**src/rtl/fifo_vec_reader.sv**
```systemverilog
// Read-side controller for the layernorm element FIFO: pops a row of elements and packs them into
// VEC_LEN-lane vectors on a valid/ready handshake. Optional stall counter: FIFO_VEC_READER_STALL_CNT_EN.
module fifo_vec_reader #(
  parameter int WIDTH   = 8,
  parameter int VEC_LEN = 4,
  parameter int LEN_W   = 16
) (
  input  logic                     clk,
  input  logic                     rst,
  input  logic                     start,
  input  logic [LEN_W-1:0]         row_len,
  output logic                     fifo_rd_en,
  input  logic                     fifo_empty,
  input  logic [WIDTH-1:0]         fifo_dout,
  output logic [VEC_LEN*WIDTH-1:0] vec_data,
  output logic [VEC_LEN-1:0]       vec_mask,
  output logic                     vec_valid,
  input  logic                     vec_ready,
  output logic                     vec_last,
  output logic                     busy,
  output logic                     done
`ifdef FIFO_VEC_READER_STALL_CNT_EN
  ,
  output logic [31:0]              stall_cnt
`endif
);

  localparam int CW = $clog2(VEC_LEN + 1);

  typedef enum logic [1:0] {S_IDLE, S_FILL, S_PRESENT, S_DONE} state_e;

  state_e                   state_q, state_d;
  logic [LEN_W-1:0]         remaining_q, remaining_d;
  logic [CW-1:0]            target_q, target_d;
  logic [CW-1:0]            issued_q, issued_d;
  logic [CW-1:0]            captured_q, captured_d;
  logic                     pend_q, pend_d;
  logic [VEC_LEN*WIDTH-1:0] lanes_q, lanes_d;

  function automatic logic [CW-1:0] min_target(input logic [LEN_W-1:0] len);
    if (len >= LEN_W'(VEC_LEN)) return CW'(VEC_LEN);
    else return CW'(len);
  endfunction

  always_comb begin
    state_d     = state_q;
    remaining_d = remaining_q;
    target_d    = target_q;
    issued_d    = issued_q;
    captured_d  = captured_q;
    pend_d      = 1'b0;
    lanes_d     = lanes_q;
    fifo_rd_en  = 1'b0;
    vec_valid   = 1'b0;
    vec_last    = 1'b0;
    vec_mask    = '0;
    done        = 1'b0;
    busy        = (state_q != S_IDLE);
    case (state_q)
      S_IDLE: begin
        if (start) begin
          remaining_d = row_len;
          target_d    = min_target(row_len);
          issued_d    = '0;
          captured_d  = '0;
          lanes_d     = '0;
          state_d     = (row_len == '0) ? S_DONE : S_FILL;
        end
      end
      S_FILL: begin
        fifo_rd_en = !fifo_empty && (issued_q < target_q);
        pend_d     = fifo_rd_en;
        if (fifo_rd_en) issued_d = issued_q + 1'b1;
        // pend_q marks that fifo_dout carries the element read last cycle
        if (pend_q) begin
          for (int i = 0; i < VEC_LEN; i++) begin
            if (captured_q == CW'(i)) lanes_d[i*WIDTH +: WIDTH] = fifo_dout;
          end
          captured_d = captured_q + 1'b1;
          if (captured_q + 1'b1 == target_q) begin
            state_d     = S_PRESENT;
            remaining_d = remaining_q - LEN_W'(target_q);
          end
        end
      end
      S_PRESENT: begin
        vec_valid = 1'b1;
        vec_last  = (remaining_q == '0);
        for (int i = 0; i < VEC_LEN; i++) vec_mask[i] = (CW'(i) < target_q);
        if (vec_ready) begin
          lanes_d    = '0;
          issued_d   = '0;
          captured_d = '0;
          if (remaining_q == '0) begin
            state_d = S_DONE;
          end else begin
            state_d  = S_FILL;
            target_d = min_target(remaining_q);
          end
        end
      end
      S_DONE: begin
        done    = 1'b1;
        state_d = S_IDLE;
      end
      default: state_d = S_IDLE;
    endcase
  end

  always_ff @(posedge clk) begin
    if (rst) begin
      state_q     <= S_IDLE;
      remaining_q <= '0;
      target_q    <= '0;
      issued_q    <= '0;
      captured_q  <= '0;
      pend_q      <= 1'b0;
      lanes_q     <= '0;
    end else begin
      state_q     <= state_d;
      remaining_q <= remaining_d;
      target_q    <= target_d;
      issued_q    <= issued_d;
      captured_q  <= captured_d;
      pend_q      <= pend_d;
      lanes_q     <= lanes_d;
    end
  end

  assign vec_data = lanes_q;

`ifdef FIFO_VEC_READER_STALL_CNT_EN
  logic [31:0] stall_q, stall_d;

  function automatic logic [31:0] sat_inc(input logic [31:0] v);
    return (v == 32'hFFFF_FFFF) ? v : v + 32'd1;
  endfunction

  always_comb begin
    stall_d = stall_q;
    if (state_q == S_IDLE && start) begin
      stall_d = '0;
    end else if ((state_q == S_FILL && fifo_empty && issued_q < target_q) ||
                 (state_q == S_PRESENT && !vec_ready)) begin
      stall_d = sat_inc(stall_q);
    end
  end

  always_ff @(posedge clk) begin
    if (rst) stall_q <= '0;
    else     stall_q <= stall_d;
  end

  assign stall_cnt = stall_q;
`endif

endmodule

```
**config.mk**
```make
export PLATFORM = sky130hd
export DESIGN_NAME = fifo_vec_reader
export DESIGN_NICKNAME = d
export VERILOG_FILES = /design/src/rtl/fifo_vec_reader.sv
export SDC_FILE = /design/constraint.sdc
export NUM_CORES = 1
export LEC_CHECK = 0
export ABC_AREA = 0
export ABC_CLOCK_PERIOD_IN_PS = 3460
export CORE_ASPECT_RATIO = 0.9
export CORE_MARGIN = 3
export CORE_UTILIZATION = 55
export DETAILED_ROUTE_END_ITERATION = 10
export PLACE_DENSITY = 0.86
export SLEW_MARGIN = 20
export SYNTH_ARGS = -nofsm -noshare
export SYNTH_HDL_FRONTEND = slang
export SYNTH_SLANG_ARGS = --single-unit
export TNS_END_PERCENT = 100
```
**constraint.sdc**
```tcl
create_clock -name clk -period 3.46 [get_ports clk]
set_input_delay 0.692 -clock clk [delete_from_list [all_inputs] [get_ports clk]]
set_output_delay 0.692 -clock clk [all_outputs]
set_load 0.02 [all_outputs]
```
Word-level counts from Yosys, hierarchy flattened. Cells that the tools add are included. W data, S select, Z words.

Add/subtract/negate cells: 3. Order comparisons: 7. Equality and inequality tests: 17. Muxes and demuxes: 36. Reductions and logical operators: 19.

Operators with widths (number): $mux W32 (3); $pmux W32 S3 (1); $mux W16 (3); $ge A16 B3 Y1 const B (2); $logic_not A16 Y1 (2); $mux W8 (4); $pmux W16 S2 (1); $mux W3 (9); $ne A2 B2 Y1 const B (10); $reduce_and A4 Y1 (5); $reduce_and A5 Y1 (4); $pmux W3 S3 (2); $sub A16 B3 Y16 (1); $mux W2 (6); $pmux W2 S4 (1); $add A3 B1 Y3 const B (2); $eq A3 B2 Y1 const B (2); $lt A1 B3 Y1 const A (2); $lt A2 B3 Y1 const A (2); $pmux W3 S2 (1); $reduce_bool A2 Y1 (3); $eq A2 B2 Y1 const B (2); $mux W1 (4); $mux W4 (1); 9 further kinds (9).

Register bits after elaboration: 60. Bits of input ports: 29.

Logic depth before layout (Yosys ltp).
Word-level depth: 5. Depth in mapped cells: 9. Depth with buffers taken out: 8.

Worst setup path after synthesis. No wires, ideal clock.

Path kind: register -> output. Start point: register state_q[1]. End point: output port vec_mask[2]. Arrival: 1941 ps. Required time: 2768 ps. Path slack: 827 ps. Stages on the path, launching flop included: 4. Buffers on the path: 0. Cell sequence: dfxtp_1 > nor2b_1 > a21boi_0 > nor2b_1.

Cells in the longest elaborated chain, start to end: 2.

RTL lines: from (decl) (RTL line 32) `state_e state_q, state_d;`; from (signal assigned) (RTL line 120) `state_q <= state_d;`; $eq A2 B2 Y1 (RTL line 59) `case (state_q)`; $mux W4 (RTL line 59); to (decl) (RTL line 16) `output logic [VEC_LEN-1:0] vec_mask,`.

No other way between the ends.

Final worst setup path.
Start point: register state_q[1]. End point: output port vec_last.

Cells in the longest elaborated chain, start to end: 2.

RTL lines: $eq A2 B2 Y1 (RTL line 59); $mux W1 (RTL line 59); to (decl) (RTL line 19) `output logic vec_last,`.

No other way between the ends.

==> results.cfg <==
[run_status]
outcome = completed

[final_layout]
fin_area_mm2 = 0.00417
final_common_cell = clkdlybuf4s50_1
syn2layout_area_growth_pct = 30.5
drive_gt1_frac = 0.0788
layout_common_cells = clkdlybuf4s50_1, nor2_1, dfxtp_1
nets = 480
final_util = 0.766
num_antenna_cells = 0

[yosys]
syn-num-nets = 413
yosysSeqAreaShare = 0.376
yosysWarnings = 0
synth-edff-count = 0
synth.distinct_cells = 53
synth-seq-cells = 60
netlist_area_mm2 = 0.00319
yosys_most_used_dff = dfxtp_1
async_flop_share = 0
avgSynthCellArea_um2 = 8.58
syn_inst = 372

[clock_tree]
clock_latency_ns = 0.34
post-cts-setup-buffers = 0
post_cts_resized = 0
cts.path.max_buffers = 2
cts_hold_buf = 0
path_clk_slew_ns = 0.06
numCtsBuffers = 9
htreeDepth = 3
clock-sinks = 60
clock_tree.root_cell = clkbuf_8
cts_tree = yes

[route]
drcViolationCount = 0
drt-vias-per-instance = 5.84
dr.pass1.iters = 5
wl_um = 8510
num_vias = 2984
wire_per_inst_um = 16.6
drt_iter0_drc = 269
ant_nets = 0

[setup_path]
path_cells = nor2b_1 -> nor3b_2 -> and4_1 -> clkdlybuf4s50_1
worstSetupPathType = flip-flop to output pin
cp.depth = 4
max_stage_delay_ns = 0.61
cp_num_buf_inv = 1
cp.arrival_ns = 2.43
critPathLaunchType = flip-flop
r2r_cells = 7
required_ns = 2.77
worstPathMaxFanout = 16
critPathSlowestCell = clkdlybuf4s50_1
crit_family = simple AND/OR/NAND/NOR gates
endpoint_kind = output pin

[power_and_ir_drop]
power_uw = 2200
leakage_uw = 0.00169
peakVddDrop_v = 0.000375
powerDensity_mw_per_mm2 = 528

[placed_design]
gp_congestion = 0.970
port_buffers = 69
place_area_mm2 = 0.00393
dp_hpwl_um = 6030

[flow_run]
drv_cap = 0

[timing]
fin_crit_sh = 0.904
slew_headroom = 0.485
setup_viol = 0
skew_ns = 0.00667
finalHoldViolCount = 0
fin_crit_ns = 3.13
fmax_ghz = 0.320
rsz0062_at_grt = false
worst_pin_slew_ns = 0.773
maxSlewViolCount = 0
setup-tns-final_ns = 0
hold_ws_ns = 0.493

[global_routing]
grt_max_degree = 44
grt.total_usage = 0.266
grt_overflow_total = 0
grt_antenna_before_repair = 0
grt_pass1_vias = 2965
grt_pass1_wl_um = 14200

[die]
pin_count = 70
dieArea_mm2 = 0.00676
rows = 25
die_x_um = 86.3
core-area_mm2 = 0.00544
initial_core_util = 0.587
dieHeight_um = 78.3

[worst_hold_path]
hold_depth = 2
hold_class = flip-flop to flip-flop
==> Yosys cell counts (2+ instances only) <==
master,count,area [µm²]
dfxtp_1,60,1200
nor2_1,60,225
mux2i_1,36,360
a21oi_1,19,95.1
nand2_1,19,71.3
and2_1,15,93.8
clkbuf_1,14,52.6
ha_1,11,138
inv_1,11,41.3
nor2b_1,11,68.8
o21ai_0,11,55.1
nand3_1,8,40.0
nor3_1,8,40.0
a21o_1,7,52.6
a31oi_1,7,43.8
nand2b_1,6,37.5
a211oi_1,4,30.0
or3_1,4,25.0
xor2_1,4,35.0
a21boi_0,3,22.5
a32oi_1,3,26.3
nand4_1,3,18.8
nor4_1,3,18.8
o211ai_1,3,22.5
o21ai_2,3,26.3
or2_2,3,18.8
a221oi_1,2,17.5
a2bb2oi_1,2,17.5
and3_1,2,12.5
buf_2,2,10.0
clkbuf_2,2,10.0
o2111ai_1,2,17.5
o311ai_0,2,17.5
or4_1,2,15.0
xnor2_1,2,17.5
==> power breakdown <==
group          total [µW]  leakage (µW)  switching [µW]  internal (µW)
sequential            794      0.000487            55.7            738
clock                 736      0.000116             271            465
combinational         672       0.00108             385            286
total                2200       0.00169             713           1490
==> layer usage <==
layer,global-route usage,share of wire,wire length (µm)
met1,0.347,0.43,3670
met2,0.421,0.49,4130
met3,0.0672,0.063,537
met4,0.106,0.019,159
met5,0,0,0
==> path summary, 6_finish.rpt <==
path,from,end,slack (ns)
hold / removal,vec_data[16],vec_data[16],0.49
setup / recovery,state_q[1],vec_last,0.33
hold reg to reg,vec_data[16],vec_data[16],0.49
setup reg to reg,captured_q[0],remaining_q[13],0.81
==> worst reg2reg max path: stages, from the launching register on <==
cell     delay [ns]
dfxtp_1        0.45
inv_1          0.11
ha_1           0.35
xor2_1         0.16
o21ai_0        0.35
nand3_1        0.42
or4_1          0.58
a31oi_1        0.16
==> state kept, by name (all words and copies together) (netlist names) <==
signal	cells
remaining_q	16
target_q	3
captured_q	3
state_q	2
issued_q	3
vec_data	32
pend_q	1
==> through the flow <==
| stage | worst slack (ns) | cells |
|---|---|---|
| after CTS | 0.339 | 511 |
| after global routing | 0.166 | 511 |
| final | 0.334 | 511 |
| after floorplan | 0.827 | 372 |
| after detailed placement | 0.657 | 495 |
| after global placement | 0.706 | 495 |
==> kinds of logic (layout without fill, tap and decap cells) <==
| group | after synthesis | count (layout) | share of synthesized area |
|---|---|---|---|
| AND/OR/NAND/NOR | 153 | 153 | 0.246 |
| AO/OA/AOI/OAI | 75 | 75 | 0.163 |
| flip-flops | 60 | 60 | 0.376 |
| multiplexers | 36 | 36 | 0.113 |
| buffers and inverters | 30 | 102 | 0.0368 |
| adder cells (fa/ha/maj) | 12 | 12 | 0.0494 |
| XOR/XNOR | 6 | 6 | 0.0165 |
==> layout make-up <==
class	count	area, µm²
Sequential cell	60	1200
Inverter	11	41.3
Fill cell	388	1270
Timing Repair Buffer	75	731
Multi-Input combinational cell	282	1870
Clock buffer	13	169
Clock inverter	3	67.6
Tap cell	67	83.8
Note: power is estimated with default switching activity, not from simulation.
